`config.mk`:
```
export PLATFORM = sky130hd
export DESIGN_NAME = mc_controller
export DESIGN_NICKNAME = d
export VERILOG_FILES = /design/src/rtl/mc_pkg.sv /design/src/rtl/mc_controller_alucontrol.sv /design/src/rtl/mc_controller.sv
export SDC_FILE = /design/constraint.sdc
export NUM_CORES = 1
export LEC_CHECK = 0
export BUFFER_PORTS_ARGS = -buffer_cell sky130_fd_sc_hd__buf_2
export CORE_ASPECT_RATIO = 0.8
export CORE_UTILIZATION = 35
export DETAILED_ROUTE_END_ITERATION = 10
export PLACE_DENSITY = 0.73
export SETUP_SLACK_MARGIN = 0.2
export SYNTH_ARGS = -nofsm -noshare
export SYNTH_HDL_FRONTEND = slang
export SYNTH_SLANG_ARGS = --single-unit
export TNS_END_PERCENT = 5
```
`constraint.sdc`:
```
create_clock -name clk -period 1.4 [get_ports clk]
set_input_delay 0.21 -clock clk [delete_from_list [all_inputs] [get_ports clk]]
set_output_delay 0.21 -clock clk [all_outputs]
set_load 0.1 [all_outputs]
```
`src/rtl/mc_pkg.sv`:
```
// Shared encodings for the multicycle MIPS-subset controller: states, opcodes,
// function codes, ALU-op classes and datapath select values.
package mc_pkg;

    typedef enum logic [3:0] {
        S_FETCH   = 4'd0,
        S_DECODE  = 4'd1,
        S_MEMADR  = 4'd2,
        S_MEMRD   = 4'd3,
        S_MEMWB   = 4'd4,
        S_MEMWR   = 4'd5,
        S_RTYPEEX = 4'd6,
        S_RTYPEWB = 4'd7,
        S_BEQEX   = 4'd8,
        S_ADDIEX  = 4'd9,
        S_ADDIWB  = 4'd10,
        S_JEX     = 4'd11
    } state_t;

    localparam logic [5:0] OP_RTYPE = 6'b000000;
    localparam logic [5:0] OP_LB    = 6'b100000;
    localparam logic [5:0] OP_SB    = 6'b101000;
    localparam logic [5:0] OP_BEQ   = 6'b000100;
    localparam logic [5:0] OP_ADDI  = 6'b001000;
    localparam logic [5:0] OP_J     = 6'b000010;

    localparam logic [5:0] FN_ADD = 6'b100000;
    localparam logic [5:0] FN_SUB = 6'b100010;
    localparam logic [5:0] FN_AND = 6'b100100;
    localparam logic [5:0] FN_OR  = 6'b100101;
    localparam logic [5:0] FN_SLT = 6'b101010;

    localparam logic [1:0] ALUOP_ADD   = 2'b00;
    localparam logic [1:0] ALUOP_SUB   = 2'b01;
    localparam logic [1:0] ALUOP_FUNCT = 2'b10;

    localparam logic [1:0] SRCB_B      = 2'b00;
    localparam logic [1:0] SRCB_FOUR   = 2'b01;
    localparam logic [1:0] SRCB_SEXT   = 2'b10;
    localparam logic [1:0] SRCB_SEXTSH = 2'b11;

    localparam logic [1:0] PCSRC_ALU    = 2'b00;
    localparam logic [1:0] PCSRC_ALUOUT = 2'b01;
    localparam logic [1:0] PCSRC_JUMP   = 2'b10;

    function automatic logic op_legal(input logic [5:0] op);
        return (op == OP_RTYPE) || (op == OP_LB) || (op == OP_SB) ||
               (op == OP_BEQ) || (op == OP_ADDI) || (op == OP_J);
    endfunction

endpackage

```
`src/rtl/mc_controller_alucontrol.sv`:
```
// ALU-control decoder: maps the controller's ALU-op class and the R-type
// function field onto the 3-bit ALU operation.
module alucontrol
    import mc_pkg::*;
(
    input  logic [1:0] aluop,
    input  logic [5:0] funct,
    output logic [2:0] alucont
);

    always_comb begin
        alucont = 3'b010;
        case (aluop)
            ALUOP_ADD: alucont = 3'b010;
            ALUOP_SUB: alucont = 3'b110;
            default: begin
                case (funct)
                    FN_ADD:  alucont = 3'b010;
                    FN_SUB:  alucont = 3'b110;
                    FN_AND:  alucont = 3'b000;
                    FN_OR:   alucont = 3'b001;
                    FN_SLT:  alucont = 3'b111;
                    default: alucont = 3'b010;
                endcase
            end
        endcase
    end

endmodule

```
`src/rtl/mc_controller.sv`:
```
// Multicycle control FSM for the MIPS-subset datapath; outputs are decoded from
// the current state and mem_ready, and memory accesses stall on mem_ready.
module mc_controller
    import mc_pkg::*;
(
    input  logic       clk,
    input  logic       reset_n,
    input  logic [5:0] op,
    input  logic [5:0] funct,
    input  logic       zero,
    input  logic       mem_ready,
    output logic       mem_req,
    output logic       memwrite,
    output logic       irwrite,
    output logic       iord,
    output logic       regdst,
    output logic       memtoreg,
    output logic       regwrite,
    output logic       alusrca,
    output logic [1:0] alusrcb,
    output logic [1:0] pcsrc,
    output logic       pcen,
    output logic [2:0] alucont,
    output logic       illegal_op
);

    state_t     state;
    logic [1:0] aluop;
    logic       pcwrite;
    logic       branch;

    always_ff @(posedge clk or negedge reset_n) begin
        if (!reset_n) begin
            state <= S_FETCH;
        end else begin
            case (state)
                S_FETCH:   if (mem_ready) state <= S_DECODE;
                S_DECODE: begin
                    case (op)
                        OP_LB, OP_SB: state <= S_MEMADR;
                        OP_RTYPE:     state <= S_RTYPEEX;
                        OP_BEQ:       state <= S_BEQEX;
                        OP_ADDI:      state <= S_ADDIEX;
                        OP_J:         state <= S_JEX;
                        default:      state <= S_FETCH;
                    endcase
                end
                S_MEMADR:  state <= (op == OP_SB) ? S_MEMWR : S_MEMRD;
                S_MEMRD:   if (mem_ready) state <= S_MEMWB;
                S_MEMWR:   if (mem_ready) state <= S_FETCH;
                S_RTYPEEX: state <= S_RTYPEWB;
                S_ADDIEX:  state <= S_ADDIWB;
                default:   state <= S_FETCH;
            endcase
        end
    end

    always_comb begin
        mem_req    = 1'b0;
        memwrite   = 1'b0;
        irwrite    = 1'b0;
        iord       = 1'b0;
        regdst     = 1'b0;
        memtoreg   = 1'b0;
        regwrite   = 1'b0;
        alusrca    = 1'b0;
        alusrcb    = SRCB_B;
        pcsrc      = PCSRC_ALU;
        aluop      = ALUOP_ADD;
        pcwrite    = 1'b0;
        branch     = 1'b0;
        illegal_op = 1'b0;
        case (state)
            S_FETCH: begin
                mem_req = 1'b1;
                alusrcb = SRCB_FOUR;
                irwrite = mem_ready;
                pcwrite = mem_ready;
            end
            S_DECODE: begin
                alusrcb    = SRCB_SEXTSH;
                illegal_op = !op_legal(op);
            end
            S_MEMADR, S_ADDIEX: begin
                alusrca = 1'b1;
                alusrcb = SRCB_SEXT;
            end
            S_MEMRD: begin
                mem_req = 1'b1;
                iord    = 1'b1;
            end
            S_MEMWB: begin
                memtoreg = 1'b1;
                regwrite = 1'b1;
            end
            S_MEMWR: begin
                mem_req  = 1'b1;
                memwrite = 1'b1;
                iord     = 1'b1;
            end
            S_RTYPEEX: begin
                alusrca = 1'b1;
                aluop   = ALUOP_FUNCT;
            end
            S_RTYPEWB: begin
                regdst   = 1'b1;
                regwrite = 1'b1;
            end
            S_BEQEX: begin
                alusrca = 1'b1;
                aluop   = ALUOP_SUB;
                pcsrc   = PCSRC_ALUOUT;
                branch  = 1'b1;
            end
            S_ADDIWB:  regwrite = 1'b1;
            S_JEX: begin
                pcsrc   = PCSRC_JUMP;
                pcwrite = 1'b1;
            end
            default: ;
        endcase
        // Enables stay quiet for the whole reset pulse even though FETCH would request memory.
        if (!reset_n) begin
            mem_req    = 1'b0;
            memwrite   = 1'b0;
            irwrite    = 1'b0;
            regwrite   = 1'b0;
            pcwrite    = 1'b0;
            branch     = 1'b0;
            illegal_op = 1'b0;
        end
    end

    assign pcen = pcwrite | (branch & zero);

    alucontrol u_alucontrol (
        .aluop   (aluop),
        .funct   (funct),
        .alucont (alucont)
    );

endmodule

```
==> results_dict.tcl <==
set metrics [dict create \
    cp_data_required_time_ns 1.19 \
    cts_tree "done" \
    cts_setup_buffers 0 \
    ioPinCount 33 \
    worstSetupEndpointType "output port" \
    yosys.area.top_type "dfrtp_1" \
    cts_made_buffers 3 \
    crit_arrival_ns 1.81 \
    antenna_found_initial 0 \
    ant_nets 0 \
    min_period_over_period_pct 145 \
    clockBufferDepth 2 \
    drc_errors 0 \
    synth_enable_flop_cells 0 \
    wl_per_cell_um 24.6 \
    grt.busiest_layer "met2" \
    ys.flop_type "dfrtp_1" \
    max_freq_ghz 0.494 \
    vias_per_cell 6.58 \
    path_clk_slew_ns 0.04 \
    status "finished with violations" \
    p_seq_share_pct 6.9 \
    first_pass_iters 4 \
    violations "negative setup slack" \
    relSlewSlack_pct 69.9 \
    drive_above_1_share_pct 66.2 \
    cts_sinks 4 \
    grt_first_pass_wirelength_mm 5.83 \
    p_comb_share_pct 87.3 \
    synth_nets 102 \
    wl_mm 4.10 \
    yosys_warnings 0 \
    fillers 52 \
    synth.distinct_cells 38 \
    ff_latch_area_um2 101 \
    largest_reg_flops 4 \
    yosysTopAreaCellShare_pct 16.0 \
    start_util_pct 38.1 \
    min_period_ns 2.02 \
    final_nets 163 \
    p_sw_w 0.00146 \
    path_cells "nand2b_1, or4b_4, buf_6, o22ai_4, buf_12" \
    fin_util_pct 92.2 \
    cts-root-buf "clkbuf_4" \
    syn_inst 86 \
    grt_use_total_pct 43.4 \
    grt_pass1_vias 1069 \
    synthTopCellsByArea "dfrtp_1, nor2_1, nand2b_1" \
    dp_cells 163 \
    synthTopCellsByCount "nor2_1, nand2_1, buf_2, nand2b_1" \
    top_regs "state x4" \
    core_area_um2 1640 \
    setup_ws_ns -0.623 \
    grtUsageMet1_pct 46.0 \
    cap_violations 0 \
    worst_pin_slew_ns 0.448 \
    grt_util_met2_pct 72.6 \
    synth-seq-cells 4 \
    grt_use_met3_pct 12.4 \
    cpPeakStageDelay_ns 0.58 \
    gp_congestion 0.806 \
    area_delta_synth_final_pct 142 \
    n_antenna_cell 0 \
    die_area_um2 1960 \
    drt_iter0_markers 118 \
    clock_latency_ns 0.24 \
    skew_ns 0.00109 \
    p_clk_share_pct 5.8 \
    die-width_um 49.3 \
    synth_seq_area_share_pct 16.0 \
    critPathLaunchType "register" \
    rsz0062_at_grt "true" \
    dr_total_vias 1099 \
    synthArstFlopShare_pct 100 \
    setup_viol 20 \
    switching_share_pct 55.8 \
    h-tree-depth 1 \
    final_cells 167 \
    overflow 0 \
    multi_input_area_um2 689 \
    dpl.hpwl_mm 2.25 \
    crit_path_max_fanout 3 \
    drv_slew 0 \
    powerDensity_nw_per_um2 1730 \
    synth_most_common_cell "nor2_1" \
    syn_area_um2 626 \
    die_h_um 39.8 \
    p_leak_nw 0.611 \
    largest_register "state" \
    worstSetupPathType "reg2out" \
    vdd_drop_max_v 0.00170 \
    syn_area_per_cell_um2 7.27 \
    rows 13 \
    crit_slowest_cell "or4b_4" \
    grt_max_degree 16 \
    p_int_w 0.00116 \
    dp_worst_setup_slack_ns -0.303 \
    hold_viol 0 \
    hold_class "in2reg" \
    port_buffers 32 \
]
-- path summary, 6_finish.rpt --
path / start / to / slack (ns) / depth (start not counted)
setup / recovery: state[0] / alucont[2] / -0.62 / 5
hold / removal: op[4] / state[3] / 0.36 / 4
setup reg to reg: state[0] / state[2] / -0.18 / 6
hold reg to reg: state[3] / state[0] / 0.73 / 2
max in group asynchronous: reset_n / state[2] / 0.61 / 3
min in group asynchronous: reset_n / state[1] / 0.59 / 3
-- metrics by stage --
| step | hold slack (ns) | cell area, um^2 | TNS [ns] | total power [W] |
|---|---|---|---|---|
| global placement | 0.190 | 1360 | -2.74 | 0.00217 |
| floorplan | -0.0856 | 762 | -7.17 | 0.00142 |
| global route | 0.357 | 1510 | -8.66 | 0.00269 |
| CTS | 0.337 | 1470 | -6.59 | 0.00248 |
| detailed placement | 0.197 | 1360 | -3.43 | 0.00223 |
| finish | 0.364 | 1510 | -7.89 | 0.00262 |
-- cells by family after synthesis --
family	after synthesis	share of synthesized area, %
buffers and inverters	6	4.60
xor gates and xnor gates	2	2.80
and+or+nand+nor	52	50.6
muxes	3	4.80
DFF	4	16.0
AOI/OAI and AO/OA	19	21.2
-- per-layer routing --
metal  vias to the layer above  wire (um)
met5                         -          0
li1                        437          -
met3                        48        504
met1                       487       1370
met4                         0        336
met2                       127       1900
-- power groups by stage --
stage	clock network [W]	logic [W]	registers [W]
6_report	0.000153	0.00229	0.000180
5_1_grt	0.000173	0.00234	0.000180
4_1_cts	0.000151	0.00216	0.000171
3_5_place_dp	0	0.00206	0.000166
3_3_place_gp	0	0.00201	0.000163
2_1_floorplan	0	0.00125	0.000175
-- area by class of cell --
cell class,count,share of cell area [%]
Timing Repair Buffer,62,44.5
Tap cell,22,1.82
Multi-Input combinational cell,76,45.5
Clock buffer,3,1.49
Sequential cell,4,6.69
-- repair_timing --
item | CTS | global route
hold buffers | 1 | 0
endpoints found under the setup margin | 21 | 21
endpoints found under the hold margin | 4 | 0
pin swaps | 8 | 5
resized for setup | 20 | 8
-- cells in the final DEF (no fill, tap or decap), types with 4 or more instances in the layout --
cell     count
nand2_1      4
nor2_4       5
buf_2       15
buf_6        6
nor2_1       5
o21ai_1      4
buf_12      17
buf_4       22
-- worst max-delay path, delay by kind of cell, from the launching register on --
kind	cells	cell delay, ns
simple gates	2	0.73
flops	1	0.39
buf+inv	2	0.33
compound gates	1	0.11
(Power assumes the default switching activity.)
